**src/rtl/sync_fifo_module_2_pkg.sv**
```systemverilog
// Shared defaults and the access-type encoding used by the FIFO control logic.
package sync_fifo_module_2_pkg;

  localparam int unsigned DefDataW = 8;
  localparam int unsigned DefDepth = 4;
  localparam int unsigned DefAddrW = 2;
  localparam int unsigned DefLeftW = 3;

  typedef enum logic [1:0] {
    OpIdle  = 2'b00,
    OpRead  = 2'b01,
    OpWrite = 2'b10,
    OpBoth  = 2'b11
  } op_e;

endpackage

```
**src/rtl/sync_fifo_module_2_ctrl.sv**
```systemverilog
// Pointer and occupancy control for the FIFO; strobes are qualified on the pre-edge count.
module sync_fifo_module_2_ctrl
  import sync_fifo_module_2_pkg::*;
#(
  parameter int unsigned DEPTH  = DefDepth,
  parameter int unsigned ADDR_W = DefAddrW,
  parameter int unsigned LEFT_W = DefLeftW
) (
  input  logic              clk,
  input  logic              rst_n,
  input  logic              write_req,
  input  logic              read_req,
  output logic              o_wr_en,
  output logic              o_rd_en,
  output logic [ADDR_W-1:0] o_wr_ptr,
  output logic [ADDR_W-1:0] o_rd_ptr,
  output logic [LEFT_W-1:0] o_left
);

  logic [ADDR_W-1:0] r_wr_ptr, r_rd_ptr;
  logic [LEFT_W-1:0] r_count, r_left;
  logic [LEFT_W-1:0] w_count_d, w_left_d;
  op_e               w_op;

  assign o_wr_en = write_req & (r_count != LEFT_W'(DEPTH));
  assign o_rd_en = read_req & (r_count != '0);
  assign w_op    = op_e'({o_wr_en, o_rd_en});

  // Free-space count is kept in its own register so left_sig has no input-to-output path.
  always_comb begin
    w_count_d = r_count;
    w_left_d  = r_left;
    unique case (w_op)
      OpWrite: begin
        w_count_d = r_count + LEFT_W'(1);
        w_left_d  = r_left - LEFT_W'(1);
      end
      OpRead: begin
        w_count_d = r_count - LEFT_W'(1);
        w_left_d  = r_left + LEFT_W'(1);
      end
      OpIdle, OpBoth: ;
      default: ;
    endcase
  end

  always_ff @(posedge clk or negedge rst_n) begin
    if (!rst_n) begin
      r_wr_ptr <= '0;
      r_rd_ptr <= '0;
      r_count  <= '0;
      r_left   <= LEFT_W'(DEPTH);
    end else begin
      if (o_wr_en) r_wr_ptr <= r_wr_ptr + ADDR_W'(1);
      if (o_rd_en) r_rd_ptr <= r_rd_ptr + ADDR_W'(1);
      r_count <= w_count_d;
      r_left  <= w_left_d;
    end
  end

  assign o_wr_ptr = r_wr_ptr;
  assign o_rd_ptr = r_rd_ptr;
  assign o_left   = r_left;

endmodule

```
**src/rtl/sync_fifo_module_2.sv**
```systemverilog
// Single-clock FIFO with registered read data and a registered free-space count.
module sync_fifo_module_2
  import sync_fifo_module_2_pkg::*;
#(
  parameter int unsigned DATA_W = DefDataW,
  parameter int unsigned DEPTH  = DefDepth,
  parameter int unsigned ADDR_W = DefAddrW,
  parameter int unsigned LEFT_W = DefLeftW
) (
  input  logic              clk,
  input  logic              rst_n,
  input  logic              write_req,
  input  logic [DATA_W-1:0] FIFO_write_data,
  input  logic              read_req,
  output logic [DATA_W-1:0] FIFO_read_data,
  output logic [LEFT_W-1:0] left_sig
);

  logic              w_wr_en, w_rd_en;
  logic [ADDR_W-1:0] w_wr_ptr, w_rd_ptr;
  logic [DATA_W-1:0] r_mem [DEPTH];
  logic [DATA_W-1:0] r_rd_data;

  sync_fifo_module_2_ctrl #(
    .DEPTH  (DEPTH),
    .ADDR_W (ADDR_W),
    .LEFT_W (LEFT_W)
  ) u_ctrl (
    .clk       (clk),
    .rst_n     (rst_n),
    .write_req (write_req),
    .read_req  (read_req),
    .o_wr_en   (w_wr_en),
    .o_rd_en   (w_rd_en),
    .o_wr_ptr  (w_wr_ptr),
    .o_rd_ptr  (w_rd_ptr),
    .o_left    (left_sig)
  );

  always_ff @(posedge clk or negedge rst_n) begin
    if (!rst_n) begin
      for (int i = 0; i < DEPTH; i++) r_mem[i] <= '0;
    end else if (w_wr_en) begin
      r_mem[w_wr_ptr] <= FIFO_write_data;
    end
  end

  // No bypass: a read on an empty FIFO is rejected, so data never comes straight from the input.
  always_ff @(posedge clk or negedge rst_n) begin
    if (!rst_n) begin
      r_rd_data <= '0;
    end else if (w_rd_en) begin
      r_rd_data <= r_mem[w_rd_ptr];
    end
  end

  assign FIFO_read_data = r_rd_data;

endmodule

```
**config.mk**
```make
export PLATFORM = sky130hd
export DESIGN_NAME = sync_fifo_module_2
export DESIGN_NICKNAME = d
export VERILOG_FILES = /design/src/rtl/sync_fifo_module_2_pkg.sv /design/src/rtl/sync_fifo_module_2_ctrl.sv /design/src/rtl/sync_fifo_module_2.sv
export SDC_FILE = /design/constraint.sdc
export NUM_CORES = 1
export LEC_CHECK = 0
export BUFFER_PORTS_ARGS = -buffer_cell sky130_fd_sc_hd__buf_4
export CAP_MARGIN = 20
export CELL_PAD_IN_SITES_DETAIL_PLACEMENT = 0
export CELL_PAD_IN_SITES_GLOBAL_PLACEMENT = 1
export CORE_MARGIN = 3
export CORE_UTILIZATION = 30
export DETAILED_ROUTE_END_ITERATION = 8
export PLACE_DENSITY = 0.61
export RECOVER_POWER = 50
export SYNTH_ARGS = -nofsm -noshare
export SYNTH_HDL_FRONTEND = slang
export SYNTH_SLANG_ARGS = --single-unit
```
**constraint.sdc**
```tcl
create_clock -name clk -period 5 [get_ports clk]
set_clock_uncertainty 0.2 [all_clocks]
set_input_delay 1.5 -clock clk [delete_from_list [all_inputs] [get_ports clk]]
set_output_delay 1.5 -clock clk [all_outputs]
set_load 0.01 [all_outputs]
```
* Word-level counts from Yosys, hierarchy flattened
Cells that the tools add are included.
Widths: inputs -> output; s select.
** Storage, ports and cells
- Register bits :: 50
- Bits of input ports :: 12
- Logic and storage cells :: 36
** Cells by class
- Reductions and logical operators :: 3
- Multiplexer cells :: 8
- Bitwise operators :: 4
- Order comparisons :: 3
- Equal/unequal tests :: 3
- Add/sub/neg operators :: 6
** Operator list (count)
- $bwmux 32 :: 1
- $mux 8 :: 3
- $bmux 8 s2 :: 1
- $demux 8 s2 :: 1
- $pmux 3 s2 :: 2
- $add 3x1->3 const B :: 2
- $ge 3x3->1 const B :: 2
- $not 2->3 :: 2
- $sub 3x1->3 const B :: 2
- $add 2x1->2 const B :: 2
- $lt 3x1->1 const B :: 1
- $ne 3x3->1 const B :: 1
- $reduce_bool 3->1 :: 1
- $and 1x1->1 :: 2
- $eq 2x1->1 const B :: 1
- $eq 2x2->1 const B :: 1
- $reduce_bool 2->1 :: 1
- $logic_and 1x1->1 :: 1

* Logic depth before layout (Yosys ltp)
- Depth in word-level cells :: 6
- Mapped depth :: 9

* Modules after synthesis
A second synthesis with hierarchy kept.
** Unflattened totals
- Cell total of the unflattened synthesis :: 155
- Area total of the unflattened synthesis :: 2213.4 µm²
** By module, submodules not included
- sync_fifo_module_2 :: cells an instance 113, area an instance 1719.1 µm², times used 1
- sync_fifo_module_2_ctrl :: cells an instance 42, area an instance 494.2 µm², times used 1

* Worst setup path before layout
OpenSTA, ideal clock, no wires.
- Path type :: input to register
- Start point :: input write_req
- End point :: register u_ctrl.r_count[2]
- Data arrival time :: 3.060 ns
- Slack :: 1.610 ns
- Stages :: 8
- Buffers on the path :: 0
- Path through :: a21boi_4 -> inv_1 -> ha_1 -> xor2_1 -> ha_1 -> a21oi_1 -> mux2_2 -> xor2_1
** On the way
- Word-level cells in the longest chain between the ends :: 3
** RTL lines
- start: declaration :: line sync_fifo_module_2.sv:12 : input logic write_req,
- $and 1x1->1 (*) :: line sync_fifo_module_2_ctrl.sv:25 : assign o_wr_en = write_req & (r_count != LEFT_W'(DEPTH));
- $eq 2x1->1 or $eq 2x2->1 (tied branches) :: line sync_fifo_module_2_ctrl.sv:33 : unique case (w_op)
- $pmux 3 s2 or $reduce_bool 2->1 (tied branches)
- end signal: assignment :: line sync_fifo_module_2_ctrl.sv:56 : r_count <= w_count_d;
- end: declaration :: line sync_fifo_module_2_ctrl.sv:21 : logic [LEFT_W-1:0] r_count, r_left;
Mark *: on every way between the ends. The rest lies on a longest branch, timed or not.
A chain may end at the register's enable or synchronous reset.

* Worst setup path in the final report
- Start point :: input read_req
- End point :: register u_ctrl.r_count[2]
** On the way
- Word-level cells in the longest chain between the ends :: 3
** RTL lines
- start: declaration :: line sync_fifo_module_2.sv:14 : input logic read_req,
- $and 1x1->1 (*) :: line sync_fifo_module_2_ctrl.sv:26 : assign o_rd_en = read_req & (r_count != '0);
- named net u_ctrl.o_rd_en :: line sync_fifo_module_2_ctrl.sv:14 : output logic o_rd_en,
- $eq 2x1->1 or $eq 2x2->1 (tied branches) :: line sync_fifo_module_2_ctrl.sv:33
- $pmux 3 s2 or $reduce_bool 2->1 (tied branches)
The timed path passes the listed nets; every way through them passes the cells marked *.

==> results.md <==
| Parameter | This run | Unit |
|---|---|---|
| Run status | finished clean | - |
| DRC violations left | 0 | - |
| Syn Std Cell Area | 0.00227 | mm^2 |
| Detailed-route wire length | 4220 | um |
| Synth Net Count | 179 | - |
| Cell area after placement | 0.00254 | mm^2 |
| Proportion of netlist area held by the largest area contributor | 0.540 | - |
| Slew Limit Headroom | 0.0943 | - |
| Peak clock frequency supported by timing | 259 | MHz |
| Average footprint of a synthesized cell | 14.3 | um^2 |
| Chip height | 93.0 | um |
| Leakage power | 1.23 | nW |
| Weighted congestion at the end of routability-driven global placement | 0.682 | - |
| Number of cells in the finished layout apart from fillers | 284 | - |
| Data required, critical path | 4.99 | ns |
| Final antenna-violating net count | 0 | - |
| Number of distinct library cells after synthesis | 23 | - |
| Fill count | 753 | - |
| Switching pwr | 0.549 | mW |
| Number of nets in the final layout | 204 | - |
| Total global routing overflow | 0 | - |
| # rows | 31 | - |
| Arrival time at the worst endpoint | 3.84 | ns |
| Skew-Pair Late Insertion Delay | 0.30 | ns |
| Post-DP HPWL | 2790 | um |
| Finished layout cell area | 0.00267 | mm^2 |
| Highest net fanout along the worst path | 11 | - |
| Kind of path behind the tightest hold check | register to register | - |
| Number of synthesized register bits | 50 | - |
| Top area cells in the synthesized netlist | dfrtp_1 54%, mux2_2 16%, mux4_2 7.9%, nand2_1 4.5%, ha_1 4.4% | - |
| Detailed Routing Iterations Pass 1 | 3 | - |
| Clk Tree Root Cell | clkbuf_8 | - |
| Clock-pin slew reported for the worst setup and hold paths after clock tree synthesis | 0.09 | ns |
| Area inside the core boundary | 0.00729 | mm^2 |
| Area delta synth->final | 17.6 | % |
| Category of the most critical setup path | input port to register | - |
| Share of final-layout standard cells stronger than drive strength 1 | 0.427 | - |
| Cell Int Power | 1.24 | mW |
| Total inserted antenna cells | 0 | - |
| Drt wl/cell | 14.8 | um |
| Count of final setup violators | 0 | - |
| Maximum clock path buffer count | 2 | - |
| H-tree depth | 2 | - |
| Via Count | 1250 | - |
| Biggest cell delay along the critical path | 0.52 | ns |
| Number of port buffers | 22 | - |
| DRC violation total after the first TritonRoute iteration | 28 | - |
| Part of the power in registers | 0.434 | - |
| Tightest Pin Transition | 1.35 | ns |
| Number of buffers added to fix hold violations after cts | 0 | - |
| Crit end category | register | - |
| Setup repair after global routing missed its margin | false | - |
| I/O pins | 23 | - |
| Die outline area | 0.00865 | mm^2 |
| Starting density of the core | 0.312 | - |
| Leading cell type by number of instances after synthesis | dfrtp_1 | - |
| Number of flops mapped to enable cells by yosys | 0 | - |
| Maximum number of pins on one net before global-route repair | 51 | - |
| Max stage delay cell, worst path | inv_1 | - |
| Leading cell types by count after synthesis | 49 x dfrtp_1, 33 x mux2_2, 27 x nand2_1 | - |
| Endpoints failing hold | 0 | - |
| Number of global-route vias before repair | 1348 | - |
| Clock tree from TritonCTS | done | - |
| Setup fix buffers added after clock tree synthesis | 0 | - |
| Number of sinks on the clock net | 50 | - |
| CP Launch Type | input port | - |
| Die span in x | 93.0 | um |
| Sw Ratio | 0.307 | - |
| PnR Total Power | 1.79 | mW |
| Max Cap Viol | 0 | - |
| Number of vias per cell | 4.40 | - |
| Clock share of power | 0.192 | - |
| Number of placed instances with taps included | 276 | - |
| Antenna violations before repair | 0 | - |
| Cell count after synthesis | 159 | - |
| Chain of cells forming the critical path | buf_4 > o31ai_1 > inv_1 > ha_1 > xor2_1 > ha_1 > a21oi_1 > mux2_2 > xor2_1 | - |
| Minimum period implied by the final worst setup slack | 3.86 | ns |
| Maximum vdd ir drop | 216 | uV |
| Period utilisation layout | 0.771 | - |
| Comb power frac | 0.375 | - |
| Prevailing post-synth register cell | dfrtp_1 | - |
| Clock buffer count from CTS | 5 | - |
| Global-route wire length before repair | 6880 | um |
| Warnings, synthesis | 0 | - |
| Total routing resource utilization after global routing | 0.105 | - |
| Number of slew-limit violations in the final report | 0 | - |
| Library cell occupying the most area in the post-synthesis netlist | dfrtp_1 | - |
| Register area share after synthesis | 0.551 | - |
| Synth async-reset ratio | 1.00 | - |
| Setup TNS | 0 | ns |
| Ratio of total power to cell area | 670 | mW/mm^2 |
| Count of cells resized by post-cts repair | 0 | - |
[critical path: cells and delay by family]
kind                     cells  cell delay (ns)
adder cells (fa/ha/maj)      2             0.61
buffers and inverters        2             0.63
AO/OA/AOI/OAI                2             0.44
XOR/XNOR                     2             0.30
multiplexers                 1             0.36
[cells by family after synthesis]
kind of cell,synth area share
compound gates,0.0242
buf+inv,0.0160
flops,0.551
simple gates,0.0694
xor+xnor,0.0347
mux,0.260
fa+ha+maj,0.0441
[state kept, by name (all words and copies together) (netlist names)]
signal           cells
u_ctrl.o_rd_ptr      2
u_ctrl.o_wr_ptr      2
FIFO_read_data       8
u_ctrl.o_left        3
r_mem               32
u_ctrl.r_count       3
[through the flow]
step | worst slack [ns] | hold WS, ns | util
6_report | 1.14 | 0.283 | 0.367
5_1_grt | 0.858 | 0.311 | 0.367
4_1_cts | 1.72 | 0.293 | 0.368
3_5_place_dp | 1.39 | 0.269 | 0.349
3_3_place_gp | 1.42 | 0.266 | 0.349
2_1_floorplan | 1.61 | 0.274 | -
[power by group through the flow]
stage,Clock (mW),Sequential (mW),Combinational (mW)
4_1_cts,0.357,0.790,0.688
6_report,0.343,0.776,0.671
5_1_grt,0.371,0.811,0.743
3_3_place_gp,0,0.795,0.681
2_1_floorplan,0,0.739,0.540
3_5_place_dp,0,0.799,0.687
[cells in the final DEF, fill, tap and decap left out, types with 2 or more instances in the layout]
| master | instances |
|---|---|
| xnor2_1 | 7 |
| mux4_2 | 8 |
| inv_1 | 5 |
| bufinv_16 | 2 |
| mux2_4 | 2 |
| clkbuf_8 | 6 |
| nand2_1 | 27 |
| mux2_2 | 33 |
| xor2_1 | 2 |
| dfrtp_1 | 49 |
| buf_4 | 21 |
| ha_1 | 8 |
| nand2_4 | 3 |
| a21oi_1 | 2 |
[area by class of cell]
class / instances / area (um^2) / share of cell area
Multi-Input combinational cell: 100 / 970 / 0.363
Sequential cell: 50 / 1250 / 0.469
Timing Repair Buffer: 22 / 165 / 0.0618
Clock buffer: 6 / 82.6 / 0.0309
Tap cell: 99 / 124 / 0.0463
Clock inverter: 2 / 60.1 / 0.0225
Inverter: 5 / 18.8 / 0.00702
[path summary, 6_finish.rpt]
| check | from | slack (ns) | cells after the start | end |
|---|---|---|---|---|
| setup / recovery | read_req | 1.14 | 9 | u_ctrl.r_count[2]$_DFFE_PN0P_ |
| setup reg to reg | u_ctrl.r_count[1]$_DFFE_PN0P_ | 1.21 | 8 | u_ctrl.r_count[2]$_DFFE_PN0P_ |
| min in group asynchronous | rst_n | 1.01 | 1 | u_ctrl.o_wr_ptr[0]$_DFFE_PN0P_ |
| hold reg to reg | FIFO_read_data[5]$_DFFE_PN0P_ | 0.28 | 2 | FIFO_read_data[5]$_DFFE_PN0P_ |
| hold / removal | FIFO_read_data[5]$_DFFE_PN0P_ | 0.28 | 2 | FIFO_read_data[5]$_DFFE_PN0P_ |
| max in group asynchronous | rst_n | 3.15 | 1 | r_mem[6]$_DFFE_PN0P_ |
[metal layers]
layer  wire length (um)  vias to the layer above  GRT usage
met4                 44                        0     0.0293
met2               2040                       17      0.169
li1                   -                      598          -
met5                  0                        -          0
met1               2010                      631      0.142
met3                131                        4     0.0274
Note: power is estimated with default switching activity, not from simulation.
